--- config.mk ---
export PLATFORM = sky130hd
export DESIGN_NAME = rom_fetch_sequencer
export DESIGN_NICKNAME = d
export VERILOG_FILES = /design/src/rtl/fetch_pkg.sv /design/src/rtl/fetch_fifo.sv /design/src/rtl/rom_fetch_sequencer.sv
export SDC_FILE = /design/constraint.sdc
export NUM_CORES = 1
export LEC_CHECK = 0
export ABC_AREA = 1
export CORE_MARGIN = 3
export CORE_UTILIZATION = 45
export CTS_BUF_LIST = sky130_fd_sc_hd__clkbuf_8
export CTS_CLUSTER_DIAMETER = 50
export DETAILED_ROUTE_END_ITERATION = 16
export PLACE_DENSITY = 0.69
export SLEW_MARGIN = 30
export SYNTH_ARGS = -nofsm -noshare
export SYNTH_HDL_FRONTEND = slang
export SYNTH_SLANG_ARGS = --single-unit
--- constraint.sdc ---
create_clock -name clk -period 4.3 [get_ports clk]
set_input_delay 0.86 -clock clk [delete_from_list [all_inputs] [get_ports clk]]
set_output_delay 0.86 -clock clk [all_outputs]
set_load 0.05 [all_outputs]
--- src/rtl/fetch_pkg.sv ---
// Shared types, constants and width helpers for the ROM fetch sequencer.
//
// Contents:
//   fetch_state_t   - fetch FSM states (S_FETCH assembles bytes, S_HOLD waits
//                     for FIFO space with the last byte on the ROM bus)
//   index_width()   - bits needed to index n items (minimum 1)
//   count_width()   - bits needed to hold a count of 0..n
//   BYTES_PER_INS   - ROM bytes per instruction in the default configuration
//   fetch_entry_t   - one prefetch buffer entry: instruction plus its PC
package fetch_pkg;

  localparam int DEF_ADDRESS_WIDTH = 8;
  localparam int DEF_DATA_WIDTH    = 8;
  localparam int DEF_INS_WIDTH     = 32;
  localparam int BYTES_PER_INS     = DEF_INS_WIDTH / DEF_DATA_WIDTH;

  typedef enum logic {
    S_FETCH,
    S_HOLD
  } fetch_state_t;

  function automatic int index_width(input int n);
    return (n > 1) ? $clog2(n) : 1;
  endfunction

  function automatic int count_width(input int n);
    return $clog2(n) + 1;
  endfunction

  // Sized by the package widths, so the top-level width parameters must be
  // left at (or overridden consistently with) these defaults.
  typedef struct packed {
    logic [DEF_INS_WIDTH-1:0]     instr;
    logic [DEF_ADDRESS_WIDTH-1:0] pc;
  } fetch_entry_t;

endpackage

--- src/rtl/fetch_fifo.sv ---
// Synchronous first-word-fall-through FIFO used as the prefetch buffer.
//
// Ports:
//   clk, rst   - clock, asynchronous active-high reset
//   flush      - empties the FIFO; overrides push and pop in the same cycle
//   push       - write push_data (accepted when not full, or when popping)
//   push_data  - entry to write
//   pop        - drop the head entry (ignored when empty)
//   head_data  - current head entry, visible the cycle after it is pushed
//   empty/full - occupancy flags
//   count      - number of occupied entries
module fetch_fifo
  import fetch_pkg::*;
#(
  parameter int FIFO_DEPTH  = 2,
  parameter int ENTRY_WIDTH = 40
) (
  input  logic                               clk,
  input  logic                               rst,
  input  logic                               flush,
  input  logic                               push,
  input  logic [ENTRY_WIDTH-1:0]             push_data,
  input  logic                               pop,
  output logic [ENTRY_WIDTH-1:0]             head_data,
  output logic                               empty,
  output logic                               full,
  output logic [count_width(FIFO_DEPTH)-1:0] count
);

  localparam int PTR_W = index_width(FIFO_DEPTH);
  localparam int CNT_W = count_width(FIFO_DEPTH);
  localparam logic [PTR_W-1:0] LAST_PTR = PTR_W'(FIFO_DEPTH - 1);

  logic [ENTRY_WIDTH-1:0] mem [FIFO_DEPTH];
  logic [PTR_W-1:0]       wr_ptr;
  logic [PTR_W-1:0]       rd_ptr;
  logic                   do_push;
  logic                   do_pop;

  // When full, a push is still legal if the head leaves in the same cycle:
  // the write lands in the slot being vacated.
  assign do_pop  = pop && !empty;
  assign do_push = push && (!full || do_pop);

  assign empty     = (count == '0);
  assign full      = (count == CNT_W'(FIFO_DEPTH));
  assign head_data = mem[rd_ptr];

  function automatic logic [PTR_W-1:0] ptr_next(input logic [PTR_W-1:0] p);
    return (p == LAST_PTR) ? '0 : p + 1'b1;
  endfunction

  // NOTE: storage has no reset; the count gates every read, so stale contents
  // are never observed and the array can map onto plain RAM cells.
  always_ff @(posedge clk) begin
    if (do_push && !flush) mem[wr_ptr] <= push_data;
  end

  // NOTE: all clocked state uses non-blocking assignments so every register
  // samples pre-edge values, independent of block evaluation order.
  always_ff @(posedge clk or posedge rst) begin
    if (rst) begin
      wr_ptr <= '0;
      rd_ptr <= '0;
      count  <= '0;
    end else if (flush) begin
      wr_ptr <= '0;
      rd_ptr <= '0;
      count  <= '0;
    end else begin
      if (do_push) wr_ptr <= ptr_next(wr_ptr);
      if (do_pop)  rd_ptr <= ptr_next(rd_ptr);
      if (do_push && !do_pop)      count <= count + 1'b1;
      else if (do_pop && !do_push) count <= count - 1'b1;
    end
  end

endmodule

--- src/rtl/rom_fetch_sequencer.sv ---
// Fetch sequencer for a byte-wide asynchronous-read instruction ROM.
// Issues one byte address per cycle, assembles BYTES_PER_INS bytes (first
// byte most significant) into an instruction, buffers instructions in a
// prefetch FIFO and hands them to the core over valid/ready. A redirect
// flushes everything and restarts fetching at the aligned target.
//
// Ports:
//   clk, rst     - clock, asynchronous active-high reset
//   rom_addr     - ROM byte address (fetch_pc + byte_cnt, wrapping)
//   rom_data     - ROM byte for rom_addr, same cycle
//   redirect_en  - one-cycle pulse loading redirect_pc (highest priority)
//   redirect_pc  - new fetch PC; low offset bits are forced to zero
//   instr_valid  - head instruction available
//   instr_ready  - core accepts the head instruction
//   instr        - head instruction, 0 when not valid
//   instr_pc     - PC of head instruction, 0 when not valid
//   fifo_count   - occupied prefetch entries
module rom_fetch_sequencer
  import fetch_pkg::*;
#(
  parameter int ADDRESS_WIDTH = DEF_ADDRESS_WIDTH,
  parameter int DATA_WIDTH    = DEF_DATA_WIDTH,
  parameter int INS_WIDTH     = DEF_INS_WIDTH,
  parameter int FIFO_DEPTH    = 2,
  parameter logic [ADDRESS_WIDTH-1:0] RESET_PC = '0
) (
  input  logic                               clk,
  input  logic                               rst,
  output logic [ADDRESS_WIDTH-1:0]           rom_addr,
  input  logic [DATA_WIDTH-1:0]              rom_data,
  input  logic                               redirect_en,
  input  logic [ADDRESS_WIDTH-1:0]           redirect_pc,
  output logic                               instr_valid,
  input  logic                               instr_ready,
  output logic [INS_WIDTH-1:0]               instr,
  output logic [ADDRESS_WIDTH-1:0]           instr_pc,
  output logic [count_width(FIFO_DEPTH)-1:0] fifo_count
);

  localparam int BPI   = INS_WIDTH / DATA_WIDTH;
  localparam int OFF_W = index_width(BPI);
  localparam logic [OFF_W-1:0]         LAST_BYTE  = OFF_W'(BPI - 1);
  localparam logic [ADDRESS_WIDTH-1:0] PC_STEP    = ADDRESS_WIDTH'(BPI);
  localparam logic [ADDRESS_WIDTH-1:0] ALIGN_MASK = ~ADDRESS_WIDTH'(BPI - 1);

  fetch_state_t             state;
  logic [ADDRESS_WIDTH-1:0] fetch_pc;
  logic [OFF_W-1:0]         byte_cnt;
  logic [INS_WIDTH-1:0]     asm_reg;

  logic         at_last;
  logic         push;
  logic         pop;
  logic         fifo_empty;
  logic         fifo_full;
  fetch_entry_t push_entry;
  fetch_entry_t head_entry;

  // S_HOLD keeps byte_cnt at the last byte, so the same address and push
  // condition serve both states; the ROM is simply re-read while holding.
  assign rom_addr = fetch_pc + ADDRESS_WIDTH'(byte_cnt);
  assign at_last  = (byte_cnt == LAST_BYTE);
  assign pop      = !fifo_empty && instr_ready;
  assign push     = !redirect_en && at_last && (!fifo_full || pop);

  assign push_entry = '{instr: {asm_reg[INS_WIDTH-DATA_WIDTH-1:0], rom_data},
                        pc:    fetch_pc};

  fetch_fifo #(
    .FIFO_DEPTH  (FIFO_DEPTH),
    .ENTRY_WIDTH ($bits(fetch_entry_t))
  ) u_fifo (
    .clk       (clk),
    .rst       (rst),
    .flush     (redirect_en),
    .push      (push),
    .push_data (push_entry),
    .pop       (pop),
    .head_data (head_entry),
    .empty     (fifo_empty),
    .full      (fifo_full),
    .count     (fifo_count)
  );

  assign instr_valid = !fifo_empty;
  assign instr       = fifo_empty ? '0 : head_entry.instr;
  assign instr_pc    = fifo_empty ? '0 : head_entry.pc;

  always_ff @(posedge clk or posedge rst) begin
    if (rst) begin
      state    <= S_FETCH;
      fetch_pc <= RESET_PC;
      byte_cnt <= '0;
      asm_reg  <= '0;
    end else if (redirect_en) begin
      state    <= S_FETCH;
      fetch_pc <= redirect_pc & ALIGN_MASK;
      byte_cnt <= '0;
      asm_reg  <= '0;
    end else begin
      case (state)
        S_FETCH: begin
          if (!at_last) begin
            asm_reg  <= {asm_reg[INS_WIDTH-DATA_WIDTH-1:0], rom_data};
            byte_cnt <= byte_cnt + 1'b1;
          end else if (push) begin
            fetch_pc <= fetch_pc + PC_STEP;
            byte_cnt <= '0;
          end else begin
            state <= S_HOLD;
          end
        end
        S_HOLD: begin
          if (push) begin
            fetch_pc <= fetch_pc + PC_STEP;
            byte_cnt <= '0;
            state    <= S_FETCH;
          end
        end
        default: state <= S_FETCH;
      endcase
    end
  end

endmodule

Word-level counts from Yosys, hierarchy flattened

Memory sizes are Yosys's and may differ from the RTL's.
Cells that the tools add are included.

$add $sub $neg: 7
Equality and inequality tests: 5
Mux-type cells: 28
Bitwise operators: 1
Reductions and logical operators: 20

Operators by type and width:

| cell                  | number |
|---|---|
| $mux W24              | 3 |
| $mux W32              | 1 |
| $mux W8               | 4 |
| $pmux W8 S2           | 1 |
| $mux W2               | 6 |
| $mux W1               | 11 |
| $add A8 B2 Y8         | 1 |
| $add A8 B3 Y8 const B | 1 |
| $logic_and A1 B1 Y1   | 8 |
| $logic_not A1 Y1      | 5 |
| $add A2 B1 Y2 const B | 2 |
| $eq A2 B2 Y1 const B  | 2 |
| $ne A2 B2 Y1 const B  | 2 |
| $pmux W2 S2           | 1 |
| $reduce_bool A2 Y1    | 2 |
| $ne A3 B3 Y1 const B  | 1 |
| $reduce_bool A3 Y1    | 1 |
| $add A1 B1 Y1 const B | 2 |
| $logic_not A2 Y1      | 1 |
| $logic_or A1 B1 Y1    | 2 |
| $pmux W1 S2           | 1 |
| $reduce_and A2 Y1     | 1 |
| $sub A2 B1 Y2 const B | 1 |
| $not A1 Y1            | 1 |

Register bits after elaboration: 39
Memory bits (writable): 80
Input port bits: 20
Memories kept: 1

Memory list:

| memory     | depth | width | rd ports | clocked after Yosys merged registers in | write ports | line             | text |
|---|---|---|---|---|---|---|---|
| u_fifo.mem | 2     | 40    | 1        | 0                                       | 1           | fetch_fifo.sv:34 | `logic [ENTRY_WIDTH-1:0] mem [FIFO_DEPTH];` |

Longest topological paths before layout

Depth after elaboration: 11
Depth in mapped cells: 9
Mapped depth without buffers: 9

Hierarchy

A second synthesis with hierarchy kept.

Cells, all modules: 503
Area total of the unflattened synthesis: 5046.1 um^2

Modules (own cells, without submodules):

| module              | instances | cells an instance | area each (um^2) | sequential area each (um^2) |
|---|---|---|---|---|
| fetch_fifo          | 1         | 252               | 3179.3           | 2502.4 |
| rom_fetch_sequencer | 1         | 251               | 1866.8           | 825.8 |

Least setup slack after synthesis

No wires, ideal clock.

Path type: flip-flop to flip-flop
From: register byte_cnt[0]
To: memory u_fifo.mem[1][10] (enable)
Data arrival time: 2822 ps
Path slack: 1045 ps
Stages on the path, launching flop included: 6
Cells stage by stage: dfrtp_1 > ha_1 > inv_1 > nor2_2 > o21ai_4 > nor2_1

Longest elaborated chain between the ends: 7

Ends and longest elaborated chain:

| item                              | line                       | text |
|---|---|---|
| start, declared                   | rom_fetch_sequencer.sv:48  | `logic [OFF_W-1:0] byte_cnt;` |
| start signal, assigned            | rom_fetch_sequencer.sv:105 | `byte_cnt <= byte_cnt + 1'b1;` |
| $eq A2 B2 Y1                      | rom_fetch_sequencer.sv:62  | `assign at_last = (byte_cnt == LAST_BYTE);` |
| $logic_and A1 B1 Y1 (2 in series) | rom_fetch_sequencer.sv:64  | `assign push = !redirect_en && at_last && (!fifo_full \|\| pop);` |
| $logic_and A1 B1 Y1               | fetch_fifo.sv:43           | `assign do_push = push && (!full \|\| do_pop);` |
| $logic_and A1 B1 Y1               | fetch_fifo.sv:56           | `if (do_push && !flush) mem[wr_ptr] <= push_data;` |
| $mux W1                           | fetch_fifo.sv:56           |  |
| $mux W1 (implied by the code)     | fetch_fifo.sv:56           |  |
| end, declared                     | fetch_fifo.sv:34           |  |

Every way passes these cells.

Worst setup path in the final report

From: register u_fifo.rd_ptr
To: output port instr[19]

Longest elaborated chain between the ends: 2

Ends and longest elaborated chain:

| item                   | line                      | text |
|---|---|---|
| start, declared        | fetch_fifo.sv:36          | `logic [PTR_W-1:0] rd_ptr;` |
| start signal, assigned | fetch_fifo.sv:72          | `if (do_pop) rd_ptr <= ptr_next(rd_ptr);` |
| $mem_v2 Z2 W40         | -                         |  |
| $mux W32               | rom_fetch_sequencer.sv:86 | `assign instr = fifo_empty ? '0 : head_entry.instr;` |
| end, declared          | rom_fetch_sequencer.sv:35 | `output logic [INS_WIDTH-1:0] instr,` |

Every way passes these cells.

==> metrics <==
maximum buffer depth of the clock tree 2; DPL Wire Length around 5800 µm; CP cell instances inv_1 > buf_4 > nand2_1 > a21oi_1 > clkdlybuf4s50_1; crit start category flop; non-filler cells, final 622; status completed; GRT Residual Overflow 0; utilization after layout about three fifths; Avg WL per Cell approximately 15 µm; CP required ~3.4 ns; CP max stage cell clkdlybuf4s50_1; share of layout cells above drive strength 1 a little over 9%; adder-cell share of the synthesized area less than 1%; Total Routed Length approximately 9600 µm; clock latency on the worst-skew pair between 0.4 and 0.5 ns; DR vias roughly 3,200; P&R area growth vs syn 26.9%; setup TNS 0 ns; hold path endpoint u_fifo.mem[0][19]; initial antenna violation count 0; # hold bufs at CTS 0; Crit Reg-Reg Startpoint byte_cnt[0]; Mapped Area around 0.0046 mm²; RSZ-0062 raised after global routing no; Post-Synth Simple-Gate Area between 10% and 20%; max reg flops 76; n_diodes 0; reg2reg setup slack 2.15 ns; Initial Utilization between 40% and 50%; Worst R2R Path Depth 8; Post-Synthesis Cells between 400 and 500; fin crit share between 80 and 90%; Final nets between 400 and 500; first-pass GRT wire length around 15,000 µm; Routed Antenna Nets 0; vias in the first global route between 3,000 and 4,000; synth warn 0; mux contribution to synthesized area 0%; post-CTS setup buffers 0; WS Path Type reg -> out; commonest cells after routing, fill and taps aside nand2_1, edfxtp_1, clkdlybuf4s50_1, a21oi_1, dfrtp_1; crit end category output pin; syn avg cell area between 10 and 15 µm²; GRT Total Usage ~18%; crit path time final between 3 and 4 ns; GPL Wtd Cong between 0.7 and 0.8; sequential cell area 0.00321 mm²; clock root buffer clkbuf_8; residual DRC count 0; area occupied by multi-input gates between 0.001 and 0.0015 mm²; pre-CTS setup slack approximately 1.2 ns; design area approximately 0.0058 mm²; vias per inst a little over 5; Max Cap Viol 0; first drt pass iteration count 5; post-synthesis cell type count 25; CTS tree yes; fmax approximately 280 MHz; Iter 0 DRT Violations approximately 150; Worst Tran Pin Value between 0.6 and 0.7 ns; placed inst area 0.00536 mm²; commonest non-fill, non-tap cell in the layout nand2_1; CP Max Fanout 30; Floorplan Core Area slightly below 0.01 mm²; Worst path depth 5; slew margin rel. 59.3%; critical path buffer and inverter count 3; largest net degree at the start of global routing 40; Slew Viols, Final 0; xor/xnor share of the synthesized area roughly 1.3%; total CTS buffers 17; dpl cells 590; fillers a little over 800; # resized after CTS 0; maximum vdd drop between 0.3 and 0.4 mV; Leak Pwr between 2 and 2.5 nW; final setup skew 0.0101 ns; row count 36; H-tree depth 4; clock sink count around 110; Reg clk slew, reported paths roughly 0.07 ns; setup violators final 0; critical path's top delay family buffers and inverters; die height between 100 and 150 µm; Final WS setup about 0.73 ns; sequential share of the synthesized area 70.3%; io pins 71; Port Buffer Count 66; Compound-Gate Fraction of Synth Area 8.53%; worst hold path depth 0; Pwr Density 703 mW/mm²; Die X 107 µm; main combinational cell family by area after synthesis simple AND/OR/NAND/NOR gates; max incr delay on CP around 0.86 ns; final hold violations 0; worst r2r dst u_fifo.mem[0][11]; Hold/Removal Path Class reg -> reg; Crit path arrival time ~2.7 ns; die footprint around 0.011 mm²; register bit total from synthesis roughly 110; Hold Crit Start asm_reg[3]
==> metrics by stage <==
step / hold WS, ns / power [W]
after floorplan: 0.442 / 0.00248
after global placement: 0.447 / 0.00300
after detailed placement: 0.457 / 0.00302
after CTS: 0.468 / 0.00409
after global routing: 0.489 / 0.00425
final: 0.470 / 0.00407
==> synthesized netlist by cell type <==
cell	instances	area share (%)
nand2_1	110	9.1
edfxtp_1	76	50
a21oi_1	38	4.2
dfrtp_1	37	20
inv_1	28	2.3
nand3_1	26	2.9
nor2_1	14	1.2
o21ai_0	14	1.5
clkbuf_1	11	0.91
o21ai_1	11	1.2
o22ai_1	8	1.1
buf_2	7	0.77
buf_4	5	0.82
xor2_1	4	0.77
ha_1	3	0.82
xnor2_1	3	0.58
nor2_2	2	0.27
conb_1	1	0.082
inv_2	1	0.082
inv_4	1	0.14
nand2_2	1	0.14
nand2_4	1	0.25
nand4_1	1	0.14
o21a_1	1	0.16
o21ai_4	1	0.36
==> routing by layer <==
layer	vias to the layer above	routed length, µm	GRT usage [%]
met1	1539	4090	21.4
li1	1503	-	-
met5	-	0	0
met4	0	166	8.04
met2	106	4760	29.8
met3	17	569	5.30
==> worst register-to-register path, cell delays in order (launching register included) <==
cell and delay [ns]:
dfrtp_1 0.43, ha_1 0.20, inv_1 0.05, nor2_2 0.19, o21ai_4 0.13, inv_1 0.07, nand2_1 0.05, inv_1 0.45
buf_12 0.27
==> final cells by class <==
cell class,instances,share of cell area (%)
Sequential cell,113,55.4
Multi-Input combinational cell,241,19.7
Timing Repair Buffer,73,12.5
Clock buffer,19,4.52
Clock inverter,13,2.92
Tap cell,133,2.88
Inverter,30,1.99
==> worst max path at each step <==
stage                   endpoint  slack [ns]          start
2_1_floorplan  u_fifo.mem[1][10]        1.04    byte_cnt[0]
3_3_place_gp           instr[19]        1.24  u_fifo.rd_ptr
3_5_place_dp           instr[19]        1.22  u_fifo.rd_ptr
4_1_cts                instr[19]        0.68  u_fifo.rd_ptr
5_1_grt                instr[19]        0.53  u_fifo.rd_ptr
6_report               instr[19]        0.73  u_fifo.rd_ptr
==> kinds of logic after synthesis <==
kind of cell,after synthesis
AOI/OAI and AO/OA,73
other,1
xor gates and xnor gates,7
buffers and inverters,53
DFF,113
and+or+nand+nor,155
adders and majority gates,3
==> report_power, final <==
part | total, W | switching (W) | internal, W
sequential | 0.00137 | 0.0000868 | 0.00128
combinational | 0.00163 | 0.00116 | 0.000475
clock | 0.00107 | 0.000415 | 0.000653
(Power assumes the default switching activity.)
